`src/rtl/game_timer_pkg.sv`:
```
// Shared types and default constants for the game countdown sequencer.
package game_timer_pkg;

  typedef enum logic [1:0] {
    ST_IDLE  = 2'd0,
    ST_RUN   = 2'd1,
    ST_PAUSE = 2'd2,
    ST_OVER  = 2'd3
  } state_t;

  localparam int DEF_TICK_DIV   = 5000;     // 50 MHz -> 0.1 ms
  localparam int DEF_START_TIME = 1800000;  // 180.0000 s in ticks
  localparam int DEF_PENALTY    = 10;
  localparam int DEF_BONUS      = 10;
  localparam int DEF_TW         = 21;
  localparam int DEF_PW         = 4;

endpackage

```
`src/rtl/game_timer_ctrl_tick_prescaler.sv`:
```
// Tick prescaler: counts 0..TICK_DIV-1 while enabled, strobes on the last count.
module tick_prescaler
  import game_timer_pkg::*;
#(
  parameter int TICK_DIV = DEF_TICK_DIV
) (
  input  logic i_clk,
  input  logic i_rst_n,
  input  logic i_en,
  input  logic i_clr,
  output logic o_tick
);

  localparam int            CW   = (TICK_DIV > 1) ? $clog2(TICK_DIV) : 1;
  localparam logic [CW-1:0] LAST = CW'(TICK_DIV - 1);

  logic [CW-1:0] r_cnt;
  logic          w_last;

  assign w_last = (r_cnt == LAST);
  assign o_tick = i_en & w_last;

  always_ff @(posedge i_clk or negedge i_rst_n) begin
    if (!i_rst_n) begin
      r_cnt <= '0;
    end else if (i_clr) begin
      r_cnt <= '0;
    end else if (i_en) begin
      r_cnt <= w_last ? '0 : r_cnt + CW'(1);
    end
  end

endmodule

```
`src/rtl/game_timer_ctrl.sv`:
```
// Game countdown sequencer: run/pause/over FSM, remaining-time register, miss penalties.
// Optional hit bonus is enabled by defining GAME_TIMER_BONUS_EN.
module game_timer_ctrl
  import game_timer_pkg::*;
#(
  parameter int TICK_DIV   = DEF_TICK_DIV,
  parameter int START_TIME = DEF_START_TIME,
  parameter int PENALTY    = DEF_PENALTY,
  parameter int BONUS      = DEF_BONUS,
  parameter int TW         = DEF_TW,
  parameter int PW         = DEF_PW
) (
  input  logic          i_clk,
  input  logic          i_rst_n,
  input  logic          i_start,
  input  logic          i_pause,
  input  logic          i_miss,
  input  logic          i_hit,
  output logic [TW-1:0] o_time_left,
  output logic          o_tick,
  output logic          o_running,
  output logic          o_game_over,
  output logic          o_miss_ovf
);

  localparam logic [TW-1:0] START_V  = TW'(START_TIME);
  localparam logic [TW-1:0] PEN_V    = TW'(PENALTY);
  localparam logic [PW-1:0] PEND_MAX = '1;

  state_t        r_state, w_state_nxt;
  logic [TW-1:0] r_time, w_time_nxt, w_ded;
  logic [PW-1:0] r_pend, w_pend_nxt, w_pend_dec;
  logic          r_ovf, w_ovf_nxt;
  logic          r_tick, r_running, r_game_over;
  logic          w_tick, w_en, w_clr;

  assign w_en = (r_state == ST_RUN);

  tick_prescaler #(.TICK_DIV(TICK_DIV)) u_prescaler (
    .i_clk   (i_clk),
    .i_rst_n (i_rst_n),
    .i_en    (w_en),
    .i_clr   (w_clr),
    .o_tick  (w_tick)
  );

`ifdef GAME_TIMER_BONUS_EN
  logic [TW:0] w_sum;
`else
  logic w_hit_unused;
  assign w_hit_unused = i_hit & (BONUS != 0);
`endif

  always_comb begin
    w_state_nxt = r_state;
    w_time_nxt  = r_time;
    w_pend_nxt  = r_pend;
    w_ovf_nxt   = r_ovf;
    w_clr       = 1'b0;
    w_ded       = TW'(1) + ((r_pend != '0) ? PEN_V : '0);
    w_pend_dec  = (w_tick && (r_pend != '0)) ? r_pend - PW'(1) : r_pend;
`ifdef GAME_TIMER_BONUS_EN
    w_sum       = '0;
`endif
    case (r_state)
      ST_IDLE, ST_OVER: begin
        if (i_start) begin
          w_state_nxt = ST_RUN;
          w_time_nxt  = START_V;
          w_pend_nxt  = '0;
          w_ovf_nxt   = 1'b0;
          w_clr       = 1'b1;
        end
      end
      ST_RUN, ST_PAUSE: begin
        if (i_pause) w_state_nxt = (r_state == ST_RUN) ? ST_PAUSE : ST_RUN;
        // Saturation is judged after the tick has consumed its penalty.
        w_pend_nxt = w_pend_dec;
        if (i_miss) begin
          if (w_pend_dec == PEND_MAX) w_ovf_nxt = 1'b1;
          else                        w_pend_nxt = w_pend_dec + PW'(1);
        end
        if (w_tick) begin
          if (r_time <= w_ded) begin
            w_time_nxt  = '0;
            w_state_nxt = ST_OVER;
          end else begin
            w_time_nxt = r_time - w_ded;
          end
        end
`ifdef GAME_TIMER_BONUS_EN
        if (i_hit && (r_state == ST_RUN) && (w_state_nxt != ST_OVER)) begin
          w_sum      = {1'b0, w_time_nxt} + (TW+1)'(BONUS);
          w_time_nxt = (w_sum > {1'b0, START_V}) ? START_V : w_sum[TW-1:0];
        end
`endif
      end
      default: ;
    endcase
  end

  always_ff @(posedge i_clk or negedge i_rst_n) begin
    if (!i_rst_n) begin
      r_state     <= ST_IDLE;
      r_time      <= '0;
      r_pend      <= '0;
      r_ovf       <= 1'b0;
      r_tick      <= 1'b0;
      r_running   <= 1'b0;
      r_game_over <= 1'b0;
    end else begin
      r_state     <= w_state_nxt;
      r_time      <= w_time_nxt;
      r_pend      <= w_pend_nxt;
      r_ovf       <= w_ovf_nxt;
      r_tick      <= w_tick;
      r_running   <= (w_state_nxt == ST_RUN);
      r_game_over <= (w_state_nxt == ST_OVER);
    end
  end

  assign o_time_left = r_time;
  assign o_tick      = r_tick;
  assign o_running   = r_running;
  assign o_game_over = r_game_over;
  assign o_miss_ovf  = r_ovf;

endmodule
```
`config.mk`:
```
export PLATFORM = sky130hd
export DESIGN_NAME = game_timer_ctrl
export DESIGN_NICKNAME = d
export VERILOG_FILES = /design/src/rtl/game_timer_pkg.sv /design/src/rtl/game_timer_ctrl_tick_prescaler.sv /design/src/rtl/game_timer_ctrl.sv
export SDC_FILE = /design/constraint.sdc
export NUM_CORES = 1
export LEC_CHECK = 0
export CAP_MARGIN = 20
export CORE_AREA = 2 2 81 83
export CTS_CLUSTER_SIZE = 14
export DETAILED_ROUTE_END_ITERATION = 10
export DIE_AREA = 0 0 83 85
export MAX_ROUTING_LAYER = met4
export PLACE_DENSITY = 0.74
export SETUP_SLACK_MARGIN = 0.3
export SYNTH_ARGS = -nofsm -noshare
export SYNTH_HDL_FRONTEND = slang
export SYNTH_SLANG_ARGS = --single-unit
```
`constraint.sdc`:
```
create_clock -name i_clk -period 7.1 [get_ports i_clk]
set_input_delay 1.065 -clock i_clk [delete_from_list [all_inputs] [get_ports i_clk]]
set_output_delay 1.065 -clock i_clk [all_outputs]
set_load 0.005 [all_outputs]
```
==> reports/metrics.cfg <==
[logic_synthesis]
syn_nets=323
synth.area.top_cells=dfrtp_1, o21ai_0, o31ai_1, nand2_1, a21oi_1
avgSynthCellArea_um2=8.81
synth.largest_area_cell=dfrtp_1
yosys.area.top_type_share_pct=40.5
synthArstFlopShare_pct=100
synth-edff-count=0
synth-seq-cells=44
ys.flop_type=dfrtp_1
netlist_instances=309
synth_seq_area_share_pct=40.5
synth_warnings=0
synthDistinctLibCells=60
syn_area_mm2=0.00272

[detailed_routing]
route.met2.wl_mm=3.15
wl_mm=6.70
num_vias=2516
viasPerCell=6.11
drc_errors=0
wl_per_cell_um=16.3
ant_nets=0
drt-pass1-iter-count=4
met3_length_um=267
wl_met1_mm=3.22
drt-initial-drc-count=172
highest_layer=met4

[die]
coreArea_mm2=0.00620
die_h_um=85
die_x_um=83
pin_count=31
rows=29
start_util_pct=43.9
die_area_mm2=0.00706

[sta]
relSlewSlack_pct=38.8
worst_pin_slew_ps=918
period_share_pct=48.6
hold_viol_final=0
setup_violations=0
fin_setup_tns_ps=0
timing.final.max_slew_violations=0
fin_skew_ps=6.29
rsz0062_at_grt=false
fin_crit_ps=3450
max_freq_ghz=0.290

[layout]
antenna_cells=0
finalNetCount=348
finalNonFillerCells=412
area_growth_pct=17.1
drive_above_1_share_pct=6.27

[power]
switching_power_mw=0.356
clock_power_share_pct=23.8
p_int_mw=0.521
ir_drop_v=0.000155
power.leakage_nw=1.30
p_sw_share_pct=40.6
p_seq_share_pct=36.3
pwr-share-comb_pct=40.0
p_per_area_mw_per_mm2=275

[cts]
htreeDepth=2
ctsResizeCount=0
root_buffer=clkbuf_8
cts.clk_slew.worst_paths_ps=90
cts_sinks=44
clockBufferDepth=2
postCtsHoldBufs=0
cts_made_buffers=5
insertion_delay_ps=310
cts_tree=yes
post-cts-setup-buffers=0

[worst_setup_path]
r2r-start=u_prescaler.r_cnt[11]
cp.arrival_ps=3650
path_max_fanout=10
cp_data_required_time_ps=7300
critPathLaunch=u_prescaler.r_cnt[11]
cp-start-kind=register
worstSetupEndpointType=register
crit_type=register to register

[grt]
antenna_found_initial=0
grt_max_degree=45
grt-ovfl-total=0
track_usage_pct=19.7
grt_pass1_vias=2380
grt_first_pass_wirelength_mm=11.3

[worst_hold_path]
hold_class=register to register
worstHoldStart=u_prescaler.r_cnt[12]

[status]
status=complete, no violations

[placement]
place_inst=403
place.gp.congestion=0.870
dp_hpwl_mm=4.73
port_buffers=29

[flow_run]
cap_violations=0

[cell usage after synthesis, types with 2 or more instances]
cell type / n
a31oi_1: 3
o21ai_0: 27
nand3_1: 15
o311ai_0: 3
nor4_1: 4
nor3_1: 10
dfrtp_1: 44
xnor2_1: 3
nor2b_1: 4
o211ai_1: 2
nand2_1: 26
or4_4: 2
o41ai_1: 5
and2_1: 2
a21oi_1: 19
o22ai_1: 3
nand2b_1: 7
nor2_1: 21
buf_6: 2
a21o_1: 2
o31ai_1: 15
a211oi_1: 3
nand3b_1: 2
nand4_1: 6
clkbuf_1: 10
inv_1: 16
nor4b_1: 2
o21ai_1: 2
xor2_1: 2
or3_1: 8
ha_1: 7
and3_1: 4
[worst max-delay path, cell delays in order, from the launching register on]
cell and delay (ps):
dfrtp_1 440, nor4b_1 460, nand4_1 460, or3_1 460, o21ai_0 130, ha_1 340
o2111ai_1 170, o221ai_1 350, xnor2_1 200, o31ai_1 100, a31o_2 230
[registers in the layout, indices dropped and copies added, names as in the netlist]
| signal | count |
|---|---|
| r_pend | 4 |
| o_running | 1 |
| o_game_over | 1 |
| o_tick | 1 |
| o_miss_ovf | 1 |
| r_state | 2 |
| u_prescaler.r_cnt | 13 |
| o_time_left | 21 |
[cells in the final DEF (no fill, tap or decap), types with 3 or more instances in the layout]
cell type | synthesis | final
dfrtp_1 | 44 | 44
clkdlybuf4s50_1 | 0 | 28
o21ai_0 | 27 | 27
nand2_1 | 26 | 26
nor2_1 | 21 | 21
a21oi_1 | 19 | 19
inv_1 | 16 | 16
nand3_1 | 15 | 15
o31ai_1 | 15 | 15
nor3_1 | 10 | 10
or3_1 | 8 | 8
nand2b_1 | 7 | 7
ha_1 | 7 | 7
nand4_1 | 6 | 6
clkbuf_8 | 0 | 6
o41ai_1 | 5 | 5
nor2b_1 | 4 | 4
nor4_1 | 4 | 4
and3_1 | 4 | 4
xnor2_1 | 3 | 3
o22ai_1 | 3 | 3
o311ai_0 | 3 | 3
a211oi_1 | 3 | 3
a31oi_1 | 3 | 3
[power groups by stage]
| stage | Combinational, mW | Sequential [mW] | Clock, mW |
|---|---|---|---|
| 2_1_floorplan | 0.251 | 0.313 | 0 |
| 3_3_place_gp | 0.332 | 0.320 | 0 |
| 3_5_place_dp | 0.344 | 0.322 | 0 |
| 4_1_cts | 0.347 | 0.317 | 0.214 |
| 5_1_grt | 0.389 | 0.324 | 0.222 |
| 6_report | 0.350 | 0.318 | 0.208 |
[per-layer routing]
layer	GRT usage, %	vias up
li1	-	1211
met1	26.3	1227
met2	31.2	72
met3	3.60	6
met4	5.22	0
met5	-	-
[area by class of cell]
class,instances,area (µm²)
Sequential cell,44,1100
Multi-Input combinational cell,236,1500
Inverter,16,60.1
Clock buffer,6,82.6
Clock inverter,2,38.8
Tap cell,77,96.3
Timing Repair Buffer,31,313
Fill cell,585,3020
[final timing paths]
path / endpoint / slack (ps) / cells after the start
worst min register to register: u_prescaler.r_cnt[12] / 520 / 1
max in group asynchronous: r_pend[0] / 5970 / 2
worst min-delay path: u_prescaler.r_cnt[12] / 520 / 1
min in group asynchronous: u_prescaler.r_cnt[9] / 650 / 1
worst max register to register: r_pend[0] / 3650 / 10
worst max-delay path: r_pend[0] / 3650 / 10
[logic make-up (layout without fill, tap and decap cells)]
family / after synthesis / in the layout / synth area share, %
buf+inv: 29 / 55 / 4.60
simple gates: 122 / 122 / 24.5
flops: 44 / 44 / 40.5
xor+xnor: 5 / 5 / 1.61
fa+ha+maj: 8 / 8 / 3.95
mux: 2 / 2 / 0.782
compound gates: 99 / 99 / 24.1
[stage by stage]
step	setup WS [ps]	instance area (µm²)	hold slack, ps	utilization (%)	total power [mW]
final	3650	3190	519	51.4	0.876
after global routing	3440	3190	535	51.4	0.935
after CTS	3710	3170	521	51.0	0.878
after detailed placement	3780	3050	503	49.1	0.666
after global placement	3910	3050	481	49.1	0.652
after floorplan	4220	2720	451	-	0.564
Note: power is estimated with default switching activity, not from simulation.
